==> src/rtl/sm3_msg_feeder_if.sv <==
// Byte stream with valid/ready handshake and a last marker.
// master drives valid/data/last; slave drives ready.
interface sm3_msg_feeder_if;
    logic       valid;
    logic       ready;
    logic [7:0] data;
    logic       last;

    modport master (output valid, output data, output last, input ready);
    modport slave  (input valid, input data, input last, output ready);
endinterface

==> src/rtl/sm3_msg_feeder.sv <==
// sm3_msg_feeder: streams a message into the SM3 core's byte command port,
// waits for the digest and returns it as 32 bytes, MSB first.
// Optional watchdog on the digest wait: define SM3_FEEDER_WATCHDOG_EN.
module sm3_msg_feeder #(
    parameter int unsigned MAX_MSG_BYTES  = 1048576,
    parameter int unsigned CLEAR_CYCLES   = 2,
    parameter int unsigned TIMEOUT_CYCLES = 4096
) (
    input  logic                    clk,
    input  logic                    rst_n,
    sm3_msg_feeder_if.slave         s_bus,
    sm3_msg_feeder_if.master        m_bus,
    output logic [1:0]              core_cmd_o,
    output logic [7:0]              core_byte_o,
    input  logic                    core_busy_i,
    input  logic [255:0]            core_digest_i,
    input  logic                    core_digest_valid_i,
    output logic [63:0]             msg_len_o,
    output logic                    err_o
);
    localparam int unsigned CNT_W = $clog2(MAX_MSG_BYTES) + 1;
    localparam int unsigned CLR_W = (CLEAR_CYCLES > 1) ? $clog2(CLEAR_CYCLES) : 1;

    localparam logic [1:0] CMD_CLEAR  = 2'd0;
    localparam logic [1:0] CMD_BYTE   = 2'd1;
    localparam logic [1:0] CMD_FINISH = 2'd2;
    localparam logic [1:0] CMD_HOLD   = 2'd3;

    typedef enum logic [2:0] {
        ST_IDLE,
        ST_CLEAR,
        ST_STREAM,
        ST_FINISH,
        ST_WAIT,
        ST_DRAIN,
        ST_ABORT
    } state_e;

    state_e             state_q, state_d;
    logic [CNT_W-1:0]   count_q, count_d;
    logic [CLR_W-1:0]   clr_q, clr_d;
    logic [4:0]         idx_q, idx_d;
    logic [255:0]       shift_q, shift_d;
    logic [63:0]        msg_len_q, msg_len_d;
    logic               err_q, err_d;
    logic               s_ready_c;

`ifdef SM3_FEEDER_WATCHDOG_EN
    localparam int unsigned WD_W = (TIMEOUT_CYCLES > 1) ? $clog2(TIMEOUT_CYCLES) : 1;
    logic [WD_W-1:0]    wd_q, wd_d;
`else
    // Timeout only matters with the watchdog built in.
    logic               unused_timeout;
    assign unused_timeout = (TIMEOUT_CYCLES == 0);
`endif

    // State and datapath registers.
    always_ff @(posedge clk or negedge rst_n) begin
        if (!rst_n) begin
            state_q   <= ST_IDLE;
            count_q   <= '0;
            clr_q     <= '0;
            idx_q     <= '0;
            shift_q   <= '0;
            msg_len_q <= '0;
            err_q     <= 1'b0;
`ifdef SM3_FEEDER_WATCHDOG_EN
            wd_q      <= '0;
`endif
        end else begin
            state_q   <= state_d;
            count_q   <= count_d;
            clr_q     <= clr_d;
            idx_q     <= idx_d;
            shift_q   <= shift_d;
            msg_len_q <= msg_len_d;
            err_q     <= err_d;
`ifdef SM3_FEEDER_WATCHDOG_EN
            wd_q      <= wd_d;
`endif
        end
    end

    // Next-state logic and core command decode.
    always_comb begin
        state_d     = state_q;
        count_d     = count_q;
        clr_d       = clr_q;
        idx_d       = idx_q;
        shift_d     = shift_q;
        msg_len_d   = msg_len_q;
        err_d       = err_q;
        core_cmd_o  = CMD_HOLD;
        core_byte_o = 8'h00;
        s_ready_c   = 1'b0;
`ifdef SM3_FEEDER_WATCHDOG_EN
        wd_d        = '0;
`endif
        case (state_q)
            ST_IDLE: begin
                // The first byte is left on the bus; it is taken in STREAM.
                if (s_bus.valid) begin
                    state_d = ST_CLEAR;
                    err_d   = 1'b0;
                    count_d = '0;
                    clr_d   = '0;
                end
            end
            ST_CLEAR: begin
                core_cmd_o = CMD_CLEAR;
                clr_d      = clr_q + CLR_W'(1);
                if (clr_q == CLR_W'(CLEAR_CYCLES - 1)) begin
                    state_d = ST_STREAM;
                end
            end
            ST_STREAM: begin
                s_ready_c = !core_busy_i;
                if (s_bus.valid && s_ready_c) begin
                    // Bytes beyond the limit are swallowed so the sender can finish.
                    if (count_q == CNT_W'(MAX_MSG_BYTES)) begin
                        err_d = 1'b1;
                    end else begin
                        core_cmd_o  = CMD_BYTE;
                        core_byte_o = s_bus.data;
                        count_d     = count_q + CNT_W'(1);
                    end
                    if (s_bus.last) begin
                        state_d   = ST_FINISH;
                        msg_len_d = 64'(count_d) << 3;
                    end
                end
            end
            ST_FINISH: begin
                core_cmd_o = core_busy_i ? CMD_HOLD : CMD_FINISH;
                if (core_digest_valid_i) begin
                    state_d = ST_WAIT;
                end
`ifdef SM3_FEEDER_WATCHDOG_EN
                else if (wd_q == WD_W'(TIMEOUT_CYCLES - 1)) begin
                    state_d = ST_ABORT;
                    err_d   = 1'b1;
                    clr_d   = '0;
                end else begin
                    wd_d = wd_q + WD_W'(1);
                end
`endif
            end
            ST_WAIT: begin
                shift_d = core_digest_i;
                idx_d   = '0;
                state_d = ST_DRAIN;
            end
            ST_DRAIN: begin
                if (m_bus.ready) begin
                    shift_d = {shift_q[247:0], 8'h00};
                    idx_d   = idx_q + 5'd1;
                    if (idx_q == 5'd31) begin
                        state_d = ST_IDLE;
                    end
                end
            end
`ifdef SM3_FEEDER_WATCHDOG_EN
            ST_ABORT: begin
                // Reset the core after a lost digest, then go idle.
                core_cmd_o = CMD_CLEAR;
                clr_d      = clr_q + CLR_W'(1);
                if (clr_q == CLR_W'(CLEAR_CYCLES - 1)) begin
                    state_d = ST_IDLE;
                end
            end
`endif
            default: begin
                state_d = ST_IDLE;
            end
        endcase
    end

    // Digest stream driven straight from the shift register.
    assign m_bus.valid = (state_q == ST_DRAIN);
    assign m_bus.data  = (state_q == ST_DRAIN) ? shift_q[255:248] : 8'h00;
    assign m_bus.last  = (state_q == ST_DRAIN) && (idx_q == 5'd31);
    assign s_bus.ready = s_ready_c;
    assign msg_len_o   = msg_len_q;
    assign err_o       = err_q;
endmodule
==> src/flat_wrapper.sv <==
// flat-port wrapper written by rule: the top's interface ports become plain ports
module sm3_msg_feeder_flat 
#(
    parameter int unsigned MAX_MSG_BYTES  = 1048576,
    parameter int unsigned CLEAR_CYCLES   = 2,
    parameter int unsigned TIMEOUT_CYCLES = 4096
)
  (clk, rst_n, core_cmd_o, core_byte_o, core_busy_i, core_digest_i, core_digest_valid_i, msg_len_o, err_o, s_bus_valid, s_bus_data, s_bus_last, s_bus_ready, m_bus_valid, m_bus_data, m_bus_last, m_bus_ready);
  sm3_msg_feeder_if s_bus_i ();
  sm3_msg_feeder_if m_bus_i ();
  input  logic clk;
  input  logic rst_n;
  output logic [1:0] core_cmd_o;
  output logic [7:0] core_byte_o;
  input  logic core_busy_i;
  input  logic [255:0] core_digest_i;
  input  logic core_digest_valid_i;
  output logic [63:0] msg_len_o;
  output logic err_o;
  input wire logic [$bits(s_bus_i.valid)-1:0] s_bus_valid;
  input wire logic [$bits(s_bus_i.data)-1:0] s_bus_data;
  input wire logic [$bits(s_bus_i.last)-1:0] s_bus_last;
  output wire logic [$bits(s_bus_i.ready)-1:0] s_bus_ready;
  output wire logic [$bits(m_bus_i.valid)-1:0] m_bus_valid;
  output wire logic [$bits(m_bus_i.data)-1:0] m_bus_data;
  output wire logic [$bits(m_bus_i.last)-1:0] m_bus_last;
  input wire logic [$bits(m_bus_i.ready)-1:0] m_bus_ready;
  assign s_bus_i.valid = s_bus_valid;
  assign s_bus_i.data = s_bus_data;
  assign s_bus_i.last = s_bus_last;
  assign s_bus_ready = s_bus_i.ready;
  assign m_bus_valid = m_bus_i.valid;
  assign m_bus_data = m_bus_i.data;
  assign m_bus_last = m_bus_i.last;
  assign m_bus_i.ready = m_bus_ready;
  sm3_msg_feeder #(.MAX_MSG_BYTES(MAX_MSG_BYTES), .CLEAR_CYCLES(CLEAR_CYCLES), .TIMEOUT_CYCLES(TIMEOUT_CYCLES)) u_core (.clk(clk), .rst_n(rst_n), .s_bus(s_bus_i), .m_bus(m_bus_i), .core_cmd_o(core_cmd_o), .core_byte_o(core_byte_o), .core_busy_i(core_busy_i), .core_digest_i(core_digest_i), .core_digest_valid_i(core_digest_valid_i), .msg_len_o(msg_len_o), .err_o(err_o));
endmodule
==> config.mk <==
export PLATFORM = sky130hd
export DESIGN_NAME = sm3_msg_feeder_flat
export DESIGN_NICKNAME = d
export VERILOG_FILES = /design/src/rtl/sm3_msg_feeder_if.sv /design/src/rtl/sm3_msg_feeder.sv /design/src/flat_wrapper.sv
export SDC_FILE = /design/constraint.sdc
export NUM_CORES = 1
export LEC_CHECK = 0
export BUFFER_PORTS_ARGS = -buffer_cell sky130_fd_sc_hd__buf_2
export CAP_MARGIN = 10
export CORE_MARGIN = 8
export CORE_UTILIZATION = 52
export DETAILED_ROUTE_END_ITERATION = 8
export PLACE_DENSITY = 0.78
export RECOVER_POWER = 50
export SLEW_MARGIN = 20
export SYNTH_ARGS = -nofsm -noshare
export SYNTH_HDL_FRONTEND = slang
export SYNTH_SLANG_ARGS = --single-unit
==> constraint.sdc <==
create_clock -name clk -period 2.2 [get_ports clk]
set_clock_uncertainty 0.05 [all_clocks]
set_input_delay 0.22 -clock clk [delete_from_list [all_inputs] [get_ports clk]]
set_output_delay 0.22 -clock clk [all_outputs]
set_load 0.01 [all_outputs]
==> flow_summary_export.csv <==
group,metric,value,unit
synth,netlist_area,14800,sq um
sta,finalCriticalPeriod,2.26,ns
power_and_ir_drop,power_leakage,9.47,nW
global_route,gr-total-overflow,0,
worst_setup_path,r2r_slack,0.12,ns
worst_setup_path,path_max_fanout,10,
cells_and_area,fillers,1763,
cells_and_area,nets,2304,
synth,synth.area.mux_share,16.8,%
place,io_buffers,313,
cells_and_area,layout-drive-gt1-share,22.5,%
synth,ys_ff_latch,308,
sta,worstMarginPinSlew,1.65,ns
detailed_routing,via_per_inst,5.53,
detailed_routing,vias,13500,
global_route,grt_pass1_wl,78200,um
floorplan,fp.dieH,185,um
sta,setup_slack,-0.0638,ns
global_route,grt_util_all_layers,29.0,%
place,gp_congestion,0.831,
detailed_routing,drtIter0Drc,1039,
sta,setup_viol,8,
sta,rsz0062_at_grt,"yes",
synth,ys_seq_area_share,52.0,%
clock_tree,clock_latency,0.52,ns
clock_tree,ctsRootBufferMaster,"clkbuf_16",
clock_tree,clkTransAtPathRegs,0.06,ns
job,cap_violations,1,
synth,synth_edf_count,0,
detailed_routing,drtAntennaViolNets,0,
worst_setup_path,reg2reg_to,"u_core.shift_q[68]$_DFFE_PN0P_",
sta,maxSlewViolCount,61,
floorplan,core_area,27900,sq um
sta,tns,-0.368,ns
synth,synth_cell_types,49,
worst_setup_path,critPathArrivalTime,1.99,ns
detailed_routing,drc,0,
synth,synth-simple-area-share,11.3,%
run_status,violations,"max-capacitance violations, max-slew violations, negative setup slack",
sta,period_share,103,%
clock_tree,cts_inserted_buffers,35,
synth,synthFlopType,"dfrtp_1",
place,dp_slack,0.132,ns
sta,maxSlewHeadroom,-10.2,%
worst_setup_path,critPathRequiredTime,1.93,ns
global_route,grt_antenna_before_repair,6,
clock_tree,htree_num_levels,2,
cells_and_area,area_delta_synth_final,40.3,%
worst_setup_path,cp_common_cell,"and2_4",
clock_tree,cts_tree,"built",
run_status,status,"finished, violations left",
synth,synth_area_per_cell,10.1,sq um
worst_setup_path,path_class,"flip-flop to output port",
synth,synth_compound_area_share,12.3,%
power_and_ir_drop,irDropWorstVdd,717,uV
synth,synth_xor_area_share,1.18,%
worst_setup_path,reg2reg_from,"u_core.state_q[2]$_DFFE_PN0P_",
synth,synth_top_family_by_area,"multiplexers",
detailed_routing,routed_wl,50300,um
place,dpl_cell_area,16800,sq um
floorplan,die_w,185,um
detailed_routing,drt_first_pass_iters,6,
floorplan,initial_core_util,53.0,%
worst_setup_path,worst_setup_path_end_kind,"output port",
floorplan,die_area,34100,sq um
detailed_routing,routedWlPerCell,20.6,um
worst_setup_path,cp-start-kind,"flip-flop",
worst_setup_path,worstRegToRegCells,8,
worst_setup_path,crit_chain,"nor4b_4, and2_4, o21a_4, and2_4, buf_2",
sta,timing.fmax,442,MHz
clock_tree,clockBufferDepth,3,
power_and_ir_drop,p_per_area,1110,nW/um^2
synth,postSynthCellCount,1459,
global_route,grt_max_degree,74,
min_path,hp-class,"input pin to flip-flop",
synth,yosys_warnings,0,
worst_setup_path,startpoint,"u_core.state_q[0]$_DFFE_PN0P_",
floorplan,io-pin-count,357,
place,hpwl,28100,um
clock_tree,cts.sinks,308,
worst_setup_path,cpPeakStageDelay,0.47,ns
synth,async_flop_share,100,%
worst_setup_path,cp_slowest_cell,"dfrtp_2",
floorplan,rows,61,
sta,timing.final.hold_violations,0,
synth,synthAdderAreaFrac,0.338,%
global_route,grt_pass1_vias,14300,
cells_and_area,fin_area,20800,sq um
worst_setup_path,crit_end,"core_byte_o[5]",
==> Yosys cell counts, types with 3 or more instances <==
cell type  number  area share [%]
inv_1           6            0.15
clkbuf_1       19            0.48
nor2_1         14            0.35
nand4_1         3            0.13
a21o_1          3            0.15
dfrtp_1       308              52
a21oi_1        14            0.47
a22o_1          9            0.53
nand4_2         3            0.25
and3_1          5            0.21
a31oi_1         5            0.21
and2_1         20            0.84
buf_4          59             3.0
buf_1           4            0.10
clkbuf_4        3            0.15
buf_2          62             2.1
nor3_1          3            0.10
nand2b_1        3            0.13
nand2_1       297             7.5
ha_1            4            0.34
nor4_1          4            0.17
o21ai_1       256             8.7
o31ai_1         8            0.41
nand3_1        11            0.37
o21ai_0        41             1.4
o22ai_1         3            0.13
xor2_1          9            0.53
mux2i_1       249              17
xnor2_1        11            0.65
==> logic make-up after synthesis <==
kind of cell    Yosys count
flops                   308
fa+ha+maj                 4
buf+inv                 155
other cells               1
xor+xnor                 20
compound gates          345
simple gates            377
mux                     249
==> area by class of cell <==
class	count	area, sq um	share of cell area (%)
timing repair buffer	639	4930	23.7
clock buffer	50	1050	5.07
inverter	7	26.3	0.127
sequential	308	7720	37.2
antenna	5	12.5	0.0602
multi-input combinational	1038	6460	31.1
tap	378	473	2.28
clock inverter	12	93.8	0.452
==> sequential cells by signal (all words and copies together) (netlist names) <==
| name | cells |
|---|---|
| u_core.state_q | 3 |
| u_core.msg_len_o | 21 |
| u_core.err_o | 1 |
| u_core.clr_q | 1 |
| u_core.idx_q | 5 |
| u_core.shift_q | 256 |
| u_core.count_q | 21 |
==> worst min path at each step <==
stage	from	endpoint	cells after the start
6_report	core_digest_i[172]	u_core.shift_q[172]$_DFFE_PN0P_	3
5_1_grt	core_digest_i[203]	u_core.shift_q[203]$_DFFE_PN0P_	3
4_1_cts	core_digest_i[172]	u_core.shift_q[172]$_DFFE_PN0P_	3
3_5_place_dp	rst_n	u_core.shift_q[216]$_DFFE_PN0P_	1
3_3_place_gp	rst_n	u_core.shift_q[216]$_DFFE_PN0P_	1
2_1_floorplan	rst_n	u_core.clr_q$_DFFE_PN0P_	0
==> power by group <==
group          total (mW)  internal (mW)  leakage, nW  switching [mW]
logic                7.50           3.32         4.99            4.18
registers            9.64           7.97         3.92            1.68
clock network        5.81           3.36        0.563            2.45
total                23.0           14.6         9.47            8.31
==> cells in the final DEF (no fill, tap or decap), drive strengths merged, types with 4 or more instances in the layout <==
cell / Yosys / routed
a21oi: 16 / 16
a22o: 9 / 9
a31oi: 5 / 5
and2: 20 / 20
and3: 5 / 5
buf: 125 / 364
clkbuf: 23 / 68
clkinv: 0 / 8
conb: 1 / 43
dfrtp: 308 / 308
diode: 0 / 5
dlygate4sd3: 0 / 256
ha: 4 / 4
inv: 7 / 8
mux2i: 249 / 249
nand2: 297 / 297
nand3: 12 / 12
nand4: 6 / 6
nor2: 15 / 15
nor3: 5 / 5
nor4: 5 / 5
o21ai: 297 / 297
o31ai: 8 / 8
xnor2: 11 / 11
xor2: 9 / 9
==> what timing repair did <==
item	CTS	global route
hold buffers	256	0
cloned	1	0
endpoints found under the setup margin	19	12
setup buffers	11	3
gates resized for setup	14	13
pin swaps	5	4
endpoints found under the hold margin	311	0
==> per-layer routing <==
metal | wire, um | GRT usage, % | part of all wire (%)
met1 | 18400 | 33.2 | 37
met5 | 8 | 0 | 0.016
met3 | 4150 | 6.65 | 8.3
met2 | 25200 | 50.4 | 50
met4 | 2490 | 14.7 | 5.0
==> through the flow <==
step | util [%] | power [mW] | hold slack [ns] | instances
6_report | 74.3 | 23.0 | 0.00759 | 2437
5_1_grt | 74.3 | 24.2 | 0.0234 | 2437
4_1_cts | 74.2 | 22.4 | 0.000807 | 2429
3_5_place_dp | 60.3 | 16.1 | 0.150 | 2099
3_3_place_gp | 60.3 | 15.7 | 0.138 | 2099
2_1_floorplan | - | 13.9 | -0.126 | 1501
==> worst max-delay path, delay by kind of cell, from the launching register on <==
family	cells	cell delay, ns
buffers and inverters	1	0.12
AO/OA/AOI/OAI	1	0.18
flip-flops	1	0.47
AND/OR/NAND/NOR	3	0.70
(Power assumes the default switching activity.)
